$ cat config.mk
export PLATFORM = sky130hd
export DESIGN_NAME = async_fifo
export DESIGN_NICKNAME = d
export VERILOG_FILES = /design/src/rtl/async_fifo_pkg.sv /design/src/rtl/async_fifo_mem.sv /design/src/rtl/async_fifo.sv
export SDC_FILE = /design/constraint.sdc
export NUM_CORES = 1
export LEC_CHECK = 0
export ABC_AREA = 1
export CAP_MARGIN = 30
export CORE_MARGIN = 10
export CORE_UTILIZATION = 47
export CTS_CLUSTER_SIZE = 12
export DETAILED_ROUTE_END_ITERATION = 8
export GPL_ROUTABILITY_DRIVEN = 0
export GPL_TIMING_DRIVEN = 0
export PLACE_DENSITY_LB_ADDON = 0.15
export SYNTH_ARGS = -nofsm -noshare
export SYNTH_HDL_FRONTEND = slang
export SYNTH_SLANG_ARGS = --single-unit
$ cat constraint.sdc
create_clock -name clk -period 2.6 [get_ports clk]
set_input_delay 0.65 -clock clk [delete_from_list [all_inputs] [get_ports clk]]
set_output_delay 0.65 -clock clk [all_outputs]
set_load 0.1 [all_outputs]
$ cat src/rtl/async_fifo_pkg.sv
// Shared defaults and sizing helpers for the single-clock FIFO.
// Thresholds are expressed as occupancy levels compared against the pointer difference.
package async_fifo_pkg;

    localparam int DEF_DATA_WIDTH = 16;
    localparam int DEF_ADDR_WIDTH = 4;

    function automatic int fifo_depth(input int addr_width);
        return 1 << addr_width;
    endfunction

    function automatic int almost_full_level(input int depth);
        return depth - 1;
    endfunction

    localparam int DEF_DEPTH             = fifo_depth(DEF_ADDR_WIDTH);
    localparam int DEF_ALMOST_FULL_LEVEL = almost_full_level(DEF_DEPTH);
    localparam int ALMOST_EMPTY_LEVEL    = 1;

endpackage

$ cat src/rtl/async_fifo_mem.sv
// Simple dual-port RAM: one write port, one registered read port.
// The read register resets to zero and holds its value when no read is issued.
module async_fifo_mem
    import async_fifo_pkg::*;
#(
    parameter int DATA_WIDTH = DEF_DATA_WIDTH,
    parameter int ADDR_WIDTH = DEF_ADDR_WIDTH
) (
    input  logic                  clk,
    input  logic                  rst,
    input  logic                  wr_en,
    input  logic [ADDR_WIDTH-1:0] wr_addr,
    input  logic [DATA_WIDTH-1:0] wr_data,
    input  logic                  rd_en,
    input  logic [ADDR_WIDTH-1:0] rd_addr,
    output logic [DATA_WIDTH-1:0] rd_data
);

    localparam int DEPTH = fifo_depth(ADDR_WIDTH);

    logic [DATA_WIDTH-1:0] mem_q [DEPTH];
    logic [DATA_WIDTH-1:0] rd_data_q;
    logic [DATA_WIDTH-1:0] rd_data_d;

    // Storage is deliberately left out of reset.
    always_ff @(posedge clk) begin
        if (wr_en) begin
            mem_q[wr_addr] <= wr_data;
        end
    end

    always_comb begin
        rd_data_d = rd_data_q;
        if (rd_en) begin
            rd_data_d = mem_q[rd_addr];
        end
    end

    always_ff @(posedge clk) begin
        if (rst) begin
            rd_data_q <= '0;
        end else begin
            rd_data_q <= rd_data_d;
        end
    end

    assign rd_data = rd_data_q;

endmodule

$ cat src/rtl/async_fifo.sv
// Single-clock FIFO with wrap-bit pointers, registered read port and early-warning flags.
// Flags come straight from the registered pointers, so they lag an accepted access by one edge.
module async_fifo
    import async_fifo_pkg::*;
#(
    parameter int DATA_WIDTH = DEF_DATA_WIDTH,
    parameter int ADDR_WIDTH = DEF_ADDR_WIDTH
) (
    input  logic                  clk,
    input  logic                  rst,
    input  logic [DATA_WIDTH-1:0] wr_data,
    input  logic                  wr_en,
    output logic                  full,
    output logic                  almost_full,
    output logic [DATA_WIDTH-1:0] rd_data,
    output logic                  rd_valid,
    input  logic                  rd_en,
    output logic                  empty,
    output logic                  almost_empty
);

    localparam int DEPTH = fifo_depth(ADDR_WIDTH);
    localparam logic [ADDR_WIDTH:0] AF_LEVEL = (ADDR_WIDTH+1)'(almost_full_level(DEPTH));
    localparam logic [ADDR_WIDTH:0] AE_LEVEL = (ADDR_WIDTH+1)'(ALMOST_EMPTY_LEVEL);

    logic [ADDR_WIDTH:0] wr_ptr_q, wr_ptr_d;
    logic [ADDR_WIDTH:0] rd_ptr_q, rd_ptr_d;
    logic                rd_valid_q, rd_valid_d;
    logic [ADDR_WIDTH:0] count;
    logic                wr_accept;
    logic                rd_accept;

    assign count        = wr_ptr_q - rd_ptr_q;
    assign empty        = (wr_ptr_q == rd_ptr_q);
    assign full         = (wr_ptr_q[ADDR_WIDTH-1:0] == rd_ptr_q[ADDR_WIDTH-1:0]) &&
                          (wr_ptr_q[ADDR_WIDTH] != rd_ptr_q[ADDR_WIDTH]);
    assign almost_full  = (count >= AF_LEVEL);
    assign almost_empty = (count <= AE_LEVEL);

    // Both requests are judged against pre-edge flags; a reset cycle swallows them.
    always_comb begin
        wr_accept  = wr_en && !full && !rst;
        rd_accept  = rd_en && !empty && !rst;
        wr_ptr_d   = wr_ptr_q;
        rd_ptr_d   = rd_ptr_q;
        rd_valid_d = rd_accept;
        if (wr_accept) begin
            wr_ptr_d = wr_ptr_q + 1'b1;
        end
        if (rd_accept) begin
            rd_ptr_d = rd_ptr_q + 1'b1;
        end
    end

    always_ff @(posedge clk) begin
        if (rst) begin
            wr_ptr_q   <= '0;
            rd_ptr_q   <= '0;
            rd_valid_q <= 1'b0;
        end else begin
            wr_ptr_q   <= wr_ptr_d;
            rd_ptr_q   <= rd_ptr_d;
            rd_valid_q <= rd_valid_d;
        end
    end

    assign rd_valid = rd_valid_q;

    async_fifo_mem #(
        .DATA_WIDTH (DATA_WIDTH),
        .ADDR_WIDTH (ADDR_WIDTH)
    ) u_mem (
        .clk     (clk),
        .rst     (rst),
        .wr_en   (wr_accept),
        .wr_addr (wr_ptr_q[ADDR_WIDTH-1:0]),
        .wr_data (wr_data),
        .rd_en   (rd_accept),
        .rd_addr (rd_ptr_q[ADDR_WIDTH-1:0]),
        .rd_data (rd_data)
    );

endmodule

Yosys cells after proc, flatten, opt, wreduce, memory -nomap -nowiden
Memory sizes are Yosys's and may differ from the RTL's. A register that Yosys moved wholly into a read port is not among the register bits. Index checks and enable logic that the tools add are counted.

Register bits: 11. RAM bits: 256. Memories: 1.

Add/subtract/negate cells: 3. Order comparisons: 2. Equality and inequality tests: 3. Multiplexer cells: 2. Reduce and logical (&&, ||, !) cells: 8.

Memory list: u_mem.mem_q (depth 16, width 16, read ports 1, clocked after Yosys merged registers in 1, write ports 1, line async_fifo_mem.sv:21) `logic [DATA_WIDTH-1:0] mem_q [DEPTH];`.

Operators by type and width (count): $add A5 B1 Y5 const B (2); $eq A5 B5 Y1 (1); $ge A5 B4 Y1 const B (1); $le A5 B1 Y1 const B (1); $logic_and A1 B1 Y1 (5); $sub A5 B5 Y5 (1); $eq A4 B4 Y1 (1); $logic_not A1 Y1 (3); $mux W1 (2); $ne A1 B1 Y1 (1).

Longest topological paths before layout
Depth after elaboration: 7. Depth in mapped cells: 12. Mapped depth without buffers: 10.

Hierarchy
A second synthesis with hierarchy kept.

Cells, all modules: 1073. Area total of the unflattened synthesis: 11917.7 um^2.

Modules (own cells, without submodules): async_fifo_mem (instances 1, cells each 951, area an instance 11038.1 um^2, seq. area each 8007.7 um^2); async_fifo (instances 1, cells each 122, area an instance 879.6 um^2, seq. area each 220.2 um^2).

Worst setup path after synthesis
OpenSTA, ideal clock, no wires.

Path type: reg2out. From: reg rd_ptr_q[2]. To: out almost_full. Data arrival time: 3.562 ns. Data required time: 1.950 ns. Setup slack: -1.612 ns. Stages on the path, launching flop included: 8. Cell sequence: dfxtp_1 -> clkinv_1 -> clkbuf_1 -> ha_1 -> a21oi_1 -> o21ai_0 -> xnor2_1 -> o21ai_0.

Cells in the longest elaborated chain, start to end: 2.

RTL lines: start, declared (line async_fifo.sv:27) `logic [ADDR_WIDTH:0] rd_ptr_q, rd_ptr_d;`; start signal, assigned (line async_fifo.sv:62) `rd_ptr_q <= rd_ptr_d;`; $sub A5 B5 Y5 (line async_fifo.sv:33) `assign count = wr_ptr_q - rd_ptr_q;`; $ge A5 B4 Y1 (line async_fifo.sv:37) `assign almost_full = (count >= AF_LEVEL);`; end, declared (line async_fifo.sv:14) `output logic almost_full,`.

No other way between the ends.

Worst setup path in the final report
From: reg rd_ptr_q[1]. To: out almost_full.

The elaborated chain is that of the path after synthesis.

==> impl_metrics.csv <==
group,metric,value,unit
cts,cts.sinks,283,
timing,timing_hold_violations_final,0,
drt,drtIter0Drc,715,
timing,max-slew-margin-rel,35.0,%
logic_synthesis,post_synth_inst_count,1171,
timing,max_clock_freq,0.354,GHz
drt,viasPerCell,5.09,
cts,clk_path_buf_depth,3,
setup_path,end_kind,"output port",
timing,whs,0.423,ns
drt,wire_per_inst,18.8,um
final_layout,drive_gt1_share,12.3,%
timing,setup_slack,-0.228,ns
timing,rsz0062_at_grt,"true",
global_route,overflow,0,
timing,slew_viol_final,0,
cts,clk_pin_slew,0.06,ns
setup_path,critPathArrivalTime,2.18,ns
cts,holdBufCountCts,0,
die,io_pins,41,
drt,antenna_left,0,
drt,wl_met2,14500,um
logic_synthesis,avgSynthCellArea,10.3,um2
cts,root_buffer,"clkbuf_16",
logic_synthesis,synth_fp_nets,1201,
logic_synthesis,ys_ff_latch,283,
setup_path,path_cells,"inv_2, buf_6, fa_2, nand3_2, nand2_2, xnor2_2, buf_4, o21ai_4, buf_12",
final_layout,layout_commonest_cell,"nand2_1",
die,start_util,47.8,%
logic_synthesis,ys_warn_count,0,
placement,place_area,0.0131,mm2
die,die_w,180,um
drt,met1_length,13100,um
setup_path,path_class,"reg -> out",
placement,place_ws,-1.29,ns
final_layout,area_growth,18.5,%
logic_synthesis,syn_area,0.0120,mm2
setup_path,path_max_fanout,4,
timing,setup_viol,2,
power,peakVddDrop,0.000693,V
setup_path,start_kind,"register",
final_layout,final_cell_mix,"nand2_1, edfxtp_1, nand3_1",
placement,numPortBuffers,39,
final_layout,finish.net_count,1297,
die,dieArea,0.0324,mm2
global_route,antenna_found_initial,2,
run,max_cap_viol_count,0,
die,die_y,180,um
setup_path,critical-path-max-stage-delay,0.42,ns
cts,cts_tree,"built",
die,core_area,0.0252,mm2
drt,dr_total_vias,8237,
global_route,grt_pass1_wl,46800,um
drt,wl_met3,2140,um
timing,finClkSkew,0.00788,ns
global_route,grt_pass1_vias,8118,
cts,numCtsBuffers,29,
power,power,0.0110,W
setup_path,cp.required,1.95,ns
drt,dr.pass1.iters,5,
die,placementRows,58,
drt,drc,0,
global_route,grt_max_degree,20,
final_layout,finalInstanceArea,0.0143,mm2
final_layout,final_util,56.6,%
timing,period_needed,2.83,ns
cts,clk_latency,0.54,ns
drt,highest_layer,"met5",
timing,worstMarginPinSlew,0.980,ns
global_route,track_usage,18.4,%
power,p_leak,5.91,nW
placement,place_hpwl,20500,um
setup_path,cp_slowest_cell,"fa_2",
run_status,violations,"negative setup slack",
min_path,hp-class,"in -> reg",
timing,period_share,109,%
power,p_per_area,774,mW/mm2
cts,htreeDepth,1,
logic_synthesis,synthDistinctLibCells,24,
run_status,outcome,"finished, violations left",
logic_synthesis,seq_area_frac_synth,68.4,%
drt,drt_wl_total,30400,um
synth_stat cells (all sizes together):
cell / n / area share (%)
o21ai: 7 / 0.29
nand3b: 1 / 0.062
nand2: 461 / 14
ha: 9 / 0.94
clkinv: 2 / 0.062
xor2: 4 / 0.29
a21oi: 25 / 1.0
buf: 44 / 2.0
inv: 125 / 3.9
clkbuf: 11 / 0.34
edfxtp: 256 / 64
fa: 1 / 0.17
xnor2: 5 / 0.36
a211oi: 1 / 0.062
nand3: 151 / 6.4
nor2: 40 / 1.2
dfxtp: 27 / 4.5
and3: 1 / 0.052
report_power, final:
| group | switching (W) | internal [W] | total (W) | leakage, nW |
|---|---|---|---|---|
| Combinational | 0.00162 | 0.000617 | 0.00223 | 2.98 |
| Sequential | 0.0000589 | 0.00505 | 0.00511 | 2.53 |
| Clock | 0.00162 | 0.00207 | 0.00369 | 0.397 |
through the flow:
step | instances | TNS, ns
floorplan | 1171 | -30.39
global placement | 1540 | -319.13
detailed placement | 1552 | -134.52
CTS | 1616 | -0.530
global route | 1617 | -0.633
finish | 1618 | -0.445
worst max-delay path, delay by kind of cell (launching register included):
kind	cells	cell delay (ns)
buffers and inverters	4	0.52
adders and majority gates	1	0.42
DFF	1	0.35
and+or+nand+nor	2	0.14
xor gates and xnor gates	1	0.14
AOI/OAI and AO/OA	1	0.06
timing repair:
| item | 4_1_cts | 5_1_grt |
|---|---|---|
| cloned | 0 | 0 |
| buffers inserted | 15 | 2 |
| pin swaps | 11 | 5 |
| resized for setup | 95 | 8 |
| endpoints found under the setup margin | 277 | 99 |
final timing paths:
check,slack (ns),depth (start not counted),from,endpoint
max,-0.23,9,rd_ptr_q[1],almost_full
min,0.42,2,rst,rd_ptr_q[4]
max reg2reg,0.19,10,rd_ptr_q[3],u_mem.mem_q[12][10]
min reg2reg,0.53,4,u_mem.rd_data[2],u_mem.rd_data[2]
metal layers:
metal	GRT usage [%]	up-vias
li1	-	4014
met1	23.9	3919
met2	30.7	256
met3	3.43	44
met4	5.36	4
met5	0	-
state kept, by name, indices dropped and copies added (netlist names):
signal         flops
rd_ptr_q           5
u_mem.mem_q      256
u_mem.rd_data     16
wr_ptr_q           5
rd_valid           1
layout make-up:
class / count / area, um2
Antenna cell: 1 / 2.50
Buffer: 52 / 277
Clock buffer: 43 / 788
Clock inverter: 8 / 32.5
Fill cell: 2117 / 10900
Inverter: 127 / 487
Multi-Input combinational cell: 706 / 3250
Sequential cell: 283 / 8240
Tap cell: 330 / 413
Timing Repair Buffer: 68 / 767
kinds of logic after synthesis:
| kind of cell | count (synthesis) | share of synthesized area, % |
|---|---|---|
| compound gates | 33 | 1.39 |
| xor+xnor | 9 | 0.655 |
| fa+ha+maj | 10 | 1.10 |
| buf+inv | 182 | 6.31 |
| flops | 283 | 68.4 |
| simple gates | 654 | 22.2 |
Power figures use the tool's default switching activity.
